### src/rtl/mesh_endpoint.sv
// mesh_endpoint: host-side endpoint on one router's local port of the 3x3 mesh.
// Packs host transmit requests into single-flit packets for local_in, paced by
// an injection FSM. Unpacks flits addressed to this node from local_out into a
// host receive FIFO, and counts dropped and misrouted flits.
// Flit layout: [7] valid, [6:5] dest row, [4:3] dest col, [2:0] payload.
module mesh_endpoint #(
  parameter int DATAWID    = 8,
  parameter int MY_ROW     = 0,
  parameter int MY_COL     = 0,
  parameter int FIFO_DEPTH = 4,
  parameter int INJ_GAP    = 2
) (
  input  logic               clk,
  input  logic               reset,
  input  logic               tx_valid,
  output logic               tx_ready,
  input  logic [1:0]         tx_dest_row,
  input  logic [1:0]         tx_dest_col,
  input  logic [2:0]         tx_payload,
  output logic [DATAWID-1:0] local_in,
  input  logic [DATAWID-1:0] local_out,
  output logic               rx_valid,
  input  logic               rx_ready,
  output logic [2:0]         rx_payload,
  output logic               rx_src_ok,
  output logic [7:0]         drop_cnt,
  output logic [7:0]         misroute_cnt
);

  localparam int         AW       = $clog2(FIFO_DEPTH);
  localparam logic [1:0] ROW      = MY_ROW[1:0];
  localparam logic [1:0] COL      = MY_COL[1:0];
  localparam logic [3:0] GAP_INIT = INJ_GAP[3:0];

  typedef enum logic [1:0] {S_IDLE, S_SEND, S_GAP} state_t;

  // ---------------- TX FIFO ----------------
  logic [6:0]  tx_mem [FIFO_DEPTH];
  logic [AW:0] tx_wr_ptr, tx_rd_ptr;
  logic        tx_empty, tx_full, tx_push, tx_pop;
  logic [6:0]  tx_head;

  assign tx_empty = (tx_wr_ptr == tx_rd_ptr);
  assign tx_full  = (tx_wr_ptr[AW] != tx_rd_ptr[AW]) &&
                    (tx_wr_ptr[AW-1:0] == tx_rd_ptr[AW-1:0]);
  assign tx_ready = !tx_full;
  assign tx_push  = tx_valid && !tx_full;
  assign tx_head  = tx_mem[tx_rd_ptr[AW-1:0]];

  // Store host requests as {dest_row, dest_col, payload}.
  // NOTE: FIFO storage has no reset; the pointers alone define which entries are live.
  always_ff @(posedge clk) begin
    if (tx_push) tx_mem[tx_wr_ptr[AW-1:0]] <= {tx_dest_row, tx_dest_col, tx_payload};
  end

  // TX pointer update; reset empties the FIFO.
  // NOTE: sequential state uses non-blocking assignments so every register samples pre-edge values.
  always_ff @(posedge clk) begin
    if (reset) begin
      tx_wr_ptr <= '0;
      tx_rd_ptr <= '0;
    end else begin
      if (tx_push) tx_wr_ptr <= tx_wr_ptr + 1'b1;
      if (tx_pop)  tx_rd_ptr <= tx_rd_ptr + 1'b1;
    end
  end

  // ---------------- Injection FSM ----------------
  state_t              state, state_next;
  logic [3:0]          gap_cnt, gap_next;
  logic [DATAWID-1:0]  local_in_next;

  // State, gap counter and the registered local_in flit.
  always_ff @(posedge clk) begin
    if (reset) begin
      state    <= S_IDLE;
      gap_cnt  <= '0;
      local_in <= '0;
    end else begin
      state    <= state_next;
      gap_cnt  <= gap_next;
      local_in <= local_in_next;
    end
  end

  // Next-state logic: pop and launch in IDLE, idle flit otherwise.
  // NOTE: every output gets a default first so no path leaves a latch behind.
  always_comb begin
    state_next    = state;
    gap_next      = gap_cnt;
    local_in_next = '0;
    tx_pop        = 1'b0;
    case (state)
      S_IDLE: begin
        if (!tx_empty) begin
          tx_pop        = 1'b1;
          local_in_next = DATAWID'({1'b1, tx_head});
          state_next    = S_SEND;
        end
      end
      S_SEND: begin
        gap_next   = GAP_INIT;
        state_next = (GAP_INIT == 4'd0) ? S_IDLE : S_GAP;
      end
      S_GAP: begin
        if (gap_cnt <= 4'd1) state_next = S_IDLE;
        else                 gap_next   = gap_cnt - 4'd1;
      end
      default: state_next = S_IDLE;
    endcase
  end

  // ---------------- RX path ----------------
  logic [2:0]  rx_mem [FIFO_DEPTH];
  logic [AW:0] rx_wr_ptr, rx_rd_ptr;
  logic        rx_empty, rx_full, rx_pop, rx_push;
  logic        flit_valid, flit_mine, flit_drop, flit_misroute;

  assign flit_valid    = local_out[7];
  assign flit_mine     = flit_valid && (local_out[6:5] == ROW) && (local_out[4:3] == COL);
  assign flit_misroute = flit_valid && !flit_mine;

  assign rx_empty   = (rx_wr_ptr == rx_rd_ptr);
  assign rx_full    = (rx_wr_ptr[AW] != rx_rd_ptr[AW]) &&
                      (rx_wr_ptr[AW-1:0] == rx_rd_ptr[AW-1:0]);
  assign rx_valid   = !rx_empty;
  assign rx_pop     = rx_valid && rx_ready;
  // A same-cycle pop frees the slot, so a full FIFO can still accept.
  assign rx_push    = flit_mine && (!rx_full || rx_pop);
  assign flit_drop  = flit_mine && rx_full && !rx_pop;
  assign rx_payload = rx_empty ? 3'd0 : rx_mem[rx_rd_ptr[AW-1:0]];

  // Store payloads of flits addressed to this node.
  always_ff @(posedge clk) begin
    if (rx_push) rx_mem[rx_wr_ptr[AW-1:0]] <= local_out[2:0];
  end

  // RX pointers, sticky receive flag and saturating error counters.
  always_ff @(posedge clk) begin
    if (reset) begin
      rx_wr_ptr    <= '0;
      rx_rd_ptr    <= '0;
      rx_src_ok    <= 1'b0;
      drop_cnt     <= '0;
      misroute_cnt <= '0;
    end else begin
      if (rx_push)   rx_wr_ptr <= rx_wr_ptr + 1'b1;
      if (rx_pop)    rx_rd_ptr <= rx_rd_ptr + 1'b1;
      if (flit_mine) rx_src_ok <= 1'b1;
      if (flit_drop && drop_cnt != 8'hFF)         drop_cnt     <= drop_cnt + 8'd1;
      if (flit_misroute && misroute_cnt != 8'hFF) misroute_cnt <= misroute_cnt + 8'd1;
    end
  end

endmodule

### config.mk
export PLATFORM = sky130hd
export DESIGN_NAME = mesh_endpoint
export DESIGN_NICKNAME = d
export VERILOG_FILES = /design/src/rtl/mesh_endpoint.sv
export SDC_FILE = /design/constraint.sdc
export NUM_CORES = 1
export LEC_CHECK = 0
export BUFFER_PORTS_ARGS = -buffer_cell sky130_fd_sc_hd__buf_2
export CAP_MARGIN = 20
export CORE_AREA = 2 2 123 125
export CTS_BUF_LIST = sky130_fd_sc_hd__clkbuf_16
export CTS_CLUSTER_DIAMETER = 120
export DETAILED_ROUTE_END_ITERATION = 10
export DIE_AREA = 0 0 125 127
export MAX_ROUTING_LAYER = met4
export PLACE_DENSITY_LB_ADDON = 0.25
export SYNTH_ARGS = -nofsm -noshare
export SYNTH_HDL_FRONTEND = slang
export SYNTH_SLANG_ARGS = --single-unit
export TNS_END_PERCENT = 30
### constraint.sdc
create_clock -name clk -period 7.98 [get_ports clk]
set_clock_uncertainty 0.2 [all_clocks]
set_input_delay 1.995 -clock clk [delete_from_list [all_inputs] [get_ports clk]]
set_output_delay 1.995 -clock clk [all_outputs]
set_load 0.01 [all_outputs]
==> results of run 1 <==
## cell families after synthesis
| group | Yosys count |
|---|---|
| AO/OA/AOI/OAI | 25 |
| XOR/XNOR | 24 |
| adder cells (fa/ha/maj) | 14 |
| buffers and inverters | 20 |
| flip-flops | 87 |
| multiplexers | 13 |
| AND/OR/NAND/NOR | 100 |
## metrics by stage
step | setup slack (ns) | util, %
after CTS | 4.173 | 29.36
after detailed placement | 3.871 | 27.56
after floorplan | 3.976 | -
final | 4.193 | 29.36
after global routing | 4.083 | 29.36
after global placement | 3.892 | 27.56
## cells in the final DEF, fill, tap and decap left out, drive strengths merged, types with 10 or more instances in the layout
cell type and n:
buf 48, dfxtp 47, edfxtp 40, nor2 36
and2 18, xnor2 15, ha 14, inv 13
nand2 12, mux4 10
## worst max-delay path, delay by kind of cell, from the launching register on
kind / cells / cell delay, ns
flops: 1 / 0.45
buf+inv: 1 / 0.13
simple gates: 2 / 0.50
xor+xnor: 1 / 0.17
## cell type report
class                      instances  area (um^2)
timing repair buffer              48        240.2
clock buffer                       9        225.2
fill                            1495        10190
inverter                          11        41.29
sequential                        87         2142
clock inverter                     7        35.03
tap                              184        230.2
multi-input combinational        176         1321
## state kept, by name, indices dropped and copies added, names as in the netlist, named ones only
| name | count |
|---|---|
| drop_cnt | 8 |
| gap_cnt | 4 |
| local_in | 8 |
| misroute_cnt | 8 |
| rx_mem | 12 |
| rx_rd_ptr | 3 |
| rx_src_ok | 1 |
| rx_wr_ptr | 3 |
| state | 2 |
| tx_mem | 28 |
| tx_rd_ptr | 3 |
| tx_wr_ptr | 3 |
## how the worst min path moves through the flow
stage                     cells past startpoint  slack, ns        end      start
after global routing                          2       0.29  rx_src_ok  rx_src_ok
after global placement                        2       0.24  rx_src_ok  rx_src_ok
final                                         2       0.25  rx_src_ok  rx_src_ok
after detailed placement                      2       0.24  rx_src_ok  rx_src_ok
after floorplan                               2       0.27  rx_src_ok  rx_src_ok
after CTS                                     2       0.25  rx_src_ok  rx_src_ok
## power groups by stage
stage               clock network (mW)  registers [mW]  logic [mW]
CTS                              0.386           0.538       0.148
floorplan                            0           0.537       0.108
detailed placement                   0           0.547       0.148
finish                           0.370           0.536       0.144
global route                     0.406           0.544       0.166
global placement                     0           0.547       0.145
## per-layer routing
layer / vias up / GRT usage, % / part of all wire, %
met5: - / - / 0
met2: 31 / 13.27 / 46
met3: 13 / 2.554 / 3.8
met4: 0 / 5.098 / 2.4
met1: 1055 / 11.16 / 48
li1: 1116 / - / -
==> out/results.ini, run 1 <==
[outcome]
status=finished, final reports clean

[cells_and_area]
final_cells=522
diodes=0
final_cell_area_um2=4235
drive_gt1_share_pct=21.89
finalNetCount=366
area_growth_pct=19.40

[critical_path]
worst_ep_arrival_time_ns=1.59
cp-startpoint=rx_wr_ptr[0]
crit_path_end_kind=primary output
cp-endpoint=rx_payload[1]
crit_slowest_cell=dfxtp_1
rrSetupSlack_ns=5.74
rr_startpoint=rx_wr_ptr[0]
critPathLaunchType=flip-flop
crit_type=flip-flop to primary output
reg2regPathDepth=5
worstPathMaxFanout=7
critPathRequiredTime_ns=5.79
cpPeakStageDelay_ns=0.45
path_cells=xnor2_1 > nand3b_1 > and2_1 > buf_2
r2r-end=drop_cnt[5]

[timing]
tns_ns=0
finalCriticalPeriod_ns=3.787
setup_viol=0
hold_viol=0
drv_slew=0
post-route-period-util_pct=47.45
timing.fmax_ghz=0.2641
relSlewSlack_pct=51.43
rsz0062_at_grt=false
whs_ns=0.2454
worst_pin_slew_ns=0.7191

[yosys]
synthCells=283
synth_area_per_cell_um2=12.53
synth_ff_type=dfxtp_1
synth_fa_ha_area_share_pct=4.938
ys_seq_elements=87
async_flop_share_pct=0
synth_nets=316
yosys.area_share.simple_pct=14.64
netlist_area_um2=3547
synth_top_family_by_area=simple AND/OR/NAND/NOR gates
synth.cells.most_frequent=dfxtp_1 (47), edfxtp_1 (40), nor2_1 (36), and2_1 (18), xnor2_1 (15)
synth_largest_area_cell=edfxtp_1
ys_top_cells_by_area=edfxtp_1 (34%), dfxtp_1 (27%), mux4_2 (6.3%)
yosysWarnings=0
muxShareOfSynthArea_pct=7.196
ys_seq_area_share_pct=60.39
synth_enable_flop_cells=40
synth_top_area_share_pct=33.86
yosysMostFrequentCell=dfxtp_1
synth_compound_area_share_pct=4.550
yosysUniqueCellTypes=42
synth-xor-area-share_pct=5.926

[clock_network]
path_clk_slew_ns=0.06
max-clock-path-buffers=2
cts-buffers-inserted=9
post_cts_buffers=0
cts_tree=yes
cts_max_level=3
clockRootBuffer=clkbuf_16
ctsResizeCount=0
clkLatencyLatePin_ns=0.34
ctsHoldBuffers=0
clock_sinks=87

[placed_design]
place_congestion=0.7306
place_area_um2=3975
portBuffers=48
hpwl_um=4433
dp.cells=506

[drt]
vias_per_cell=4.243
drc=0
ant_nets=0
dr_total_vias=2215
dr.pass1.iters=4
wl_um=6400
first_iter_violations=93
wire_per_inst_um=12.26

[grt]
grt_pass1_vias=2213
grt_max_degree=40
grt_first_pass_wirelength_um=10880
antenna_found_initial=0
grt_overflow_total=0
grt_usage_pct=9.009

[floorplanning]
rows=44
core_area_um2=14420
ios=49
start_util_pct=24.59
fp.dieW_um=125
die_y_um=127
dieArea_um2=15880

[hold_path]
min_path_type=flip-flop to flip-flop

[pwr]
switching_share_pct=25.58
p_switching_mw=0.2686
combPwrFrac_pct=13.8
power_density_nw_per_um2=247.9
p_leak_nw=1.587
ir_drop_uv=90.74
fin_total_pwr_mw=1.050
p_int_mw=0.7815
clkPwrFrac_pct=35.2
p_seq_share_pct=51.1

[flow_run]
drv_cap=0

No activity file was read; power rests on OpenSTA's default activity.
==> inputs of run 2 (changes only) <==
==> constraint.sdc (replaced) <==
create_clock -name clk -period 3.4 [get_ports clk]
set_clock_uncertainty 0.2 [all_clocks]
set_input_delay 0.85 -clock clk [delete_from_list [all_inputs] [get_ports clk]]
set_output_delay 0.85 -clock clk [all_outputs]
set_load 0.01 [all_outputs]
==> out/results.ini, run 2 (same netlist as run 1, synthesis figures left out) <==
[placed_design]
place_congestion=0.7350
dp.cells=507
hpwl_um=4558
portBuffers=48

[critical_path]
crit_path_end_kind=primary output
crit_type=flip-flop to primary output
critPathTopFamily=simple AND/OR/NAND/NOR gates
worst_ep_arrival_time_ns=1.59
critPathLaunchType=flip-flop
critPathRequiredTime_ns=2.35
worstPathMaxFanout=7
path_cells=xnor2_1 > nand3b_1 > and2_1 > buf_2
crit_slowest_cell=dfxtp_1
cpPeakStageDelay_ns=0.44
cp_num_buf_inv=1

[timing]
hold_viol=0
whs_ns=0.2514
worst_pin_slew_ns=0.7207
rsz0062_at_grt=false
finalCriticalPeriod_ns=2.638
tns_ns=0
post-route-period-util_pct=77.59
relSlewSlack_pct=51.32
drv_slew=0
timing.fmax_ghz=0.3790
setup_viol=0

[clock_network]
max-clock-path-buffers=2
ctsResizeCount=0
post_cts_buffers=0
path_clk_slew_ns=0.06
cts_max_level=3
cts-buffers-inserted=9
ctsHoldBuffers=0
clockRootBuffer=clkbuf_16
cts_tree=yes
clkLatencyLatePin_ns=0.34
clock_sinks=87

[drt]
drc=0
vias_per_cell=4.218
dr_total_vias=2206
first_iter_violations=98
wire_per_inst_um=12.61
dr.pass1.iters=4
wl_um=6594
ant_nets=0

[grt]
antenna_found_initial=0
grt_util_met3_pct=1.926
grt_first_pass_wirelength_um=11060
grt_busiest_layer=met2
grt_max_degree=39
grt_overflow_total=0
grt_usage_pct=9.199
gr-usage-met1_pct=11.49
grt_pass1_vias=2225
globalRouteMet2Util_pct=13.43

[pwr]
power_density_nw_per_um2=627.9
ir_drop_uv=264.8
p_leak_nw=1.625

[cells_and_area]
largest_reg_flops=28
final_common_cell=buf_2
area_growth_pct=21.73
final_cells=523
final_cell_mix=buf_2 (48), dfxtp_1 (47), edfxtp_1 (40), nor2_1 (36), and2_1 (18)
finalNetCount=367
diodes=0
n_fill_cell=1512
drive_gt1_share_pct=22.42

[floorplanning]
rows=44
dieArea_um2=15880
fp.dieW_um=125
die_y_um=127
ios=49
core_area_um2=14420
start_util_pct=24.59

[outcome]
status=finished, final reports clean

[hold_path]
min_path_type=flip-flop to flip-flop

[flow_run]
drv_cap=0

[run 2: changes by cell type in the layout (fill, tap and decap cells not counted)]
cell        change
clkinvlp_4      -2
clkinv_1        +1
inv_1           -2
inv_6           +1
buf_4           +1
clkinv_2        -1
bufinv_16       +3
[run 2: worst reg2reg max path, stage by stage, from the launching register on]
cell	delay (ns)
dfxtp_1	0.44
xnor2_1	0.17
nand4b_1	0.26
or3_4	0.49
or4_1	0.48
a21oi_1	0.15
[run 2: area by class of cell]
| type | instances | area (um^2) | share of cell area, % |
|---|---|---|---|
| Sequential cell | 87 | 2142 | 49.61 |
| Clock buffer | 9 | 225.2 | 5.216 |
| Inverter | 11 | 41.29 | 0.9562 |
| Clock inverter | 7 | 110.1 | 2.550 |
| Timing Repair Buffer | 49 | 247.7 | 5.737 |
| Tap cell | 184 | 230.2 | 5.332 |
| Multi-Input combinational cell | 176 | 1321 | 30.60 |
[run 2: report_power, final]
part / internal (mW) / switching, mW / total [mW]
combinational: 0.167 / 0.177 / 0.344
sequential: 1.18 / 0.0717 / 1.26
clock: 0.713 / 0.398 / 1.11
total: 2.06 / 0.647 / 2.71
[run 2: final timing paths]
path / from / endpoint / slack, ns / cells after the start
worst max-delay path: rx_wr_ptr[0] / rx_payload[0] / 0.76 / 4
worst min-delay path: rx_src_ok / rx_src_ok / 0.25 / 2
worst max register to register: rx_wr_ptr[0] / drop_cnt[5] / 1.15 / 5
worst min register to register: rx_src_ok / rx_src_ok / 0.25 / 2
[run 2: metrics by stage]
| step | total power, mW | utilization (%) | area (um^2) | worst slack [ns] |
|---|---|---|---|---|
| 4_1_cts | 2.765 | 29.94 | 4318 | 0.7172 |
| 3_5_place_dp | 1.634 | 27.61 | 3983 | 0.4275 |
| 3_3_place_gp | 1.626 | 27.61 | 3983 | 0.4552 |
| 5_1_grt | 2.855 | 29.94 | 4318 | 0.6223 |
| 2_1_floorplan | 1.514 | - | 3547 | 0.5406 |
| 6_report | 2.711 | 29.94 | 4318 | 0.7618 |
[run 2: per-layer routing]
| layer | routed length, um | vias to the layer above |
|---|---|---|
| li1 | - | 1115 |
| met1 | 3203 | 1045 |
| met2 | 2956 | 33 |
| met3 | 244 | 13 |
| met4 | 189 | 0 |
| met5 | 0 | - |
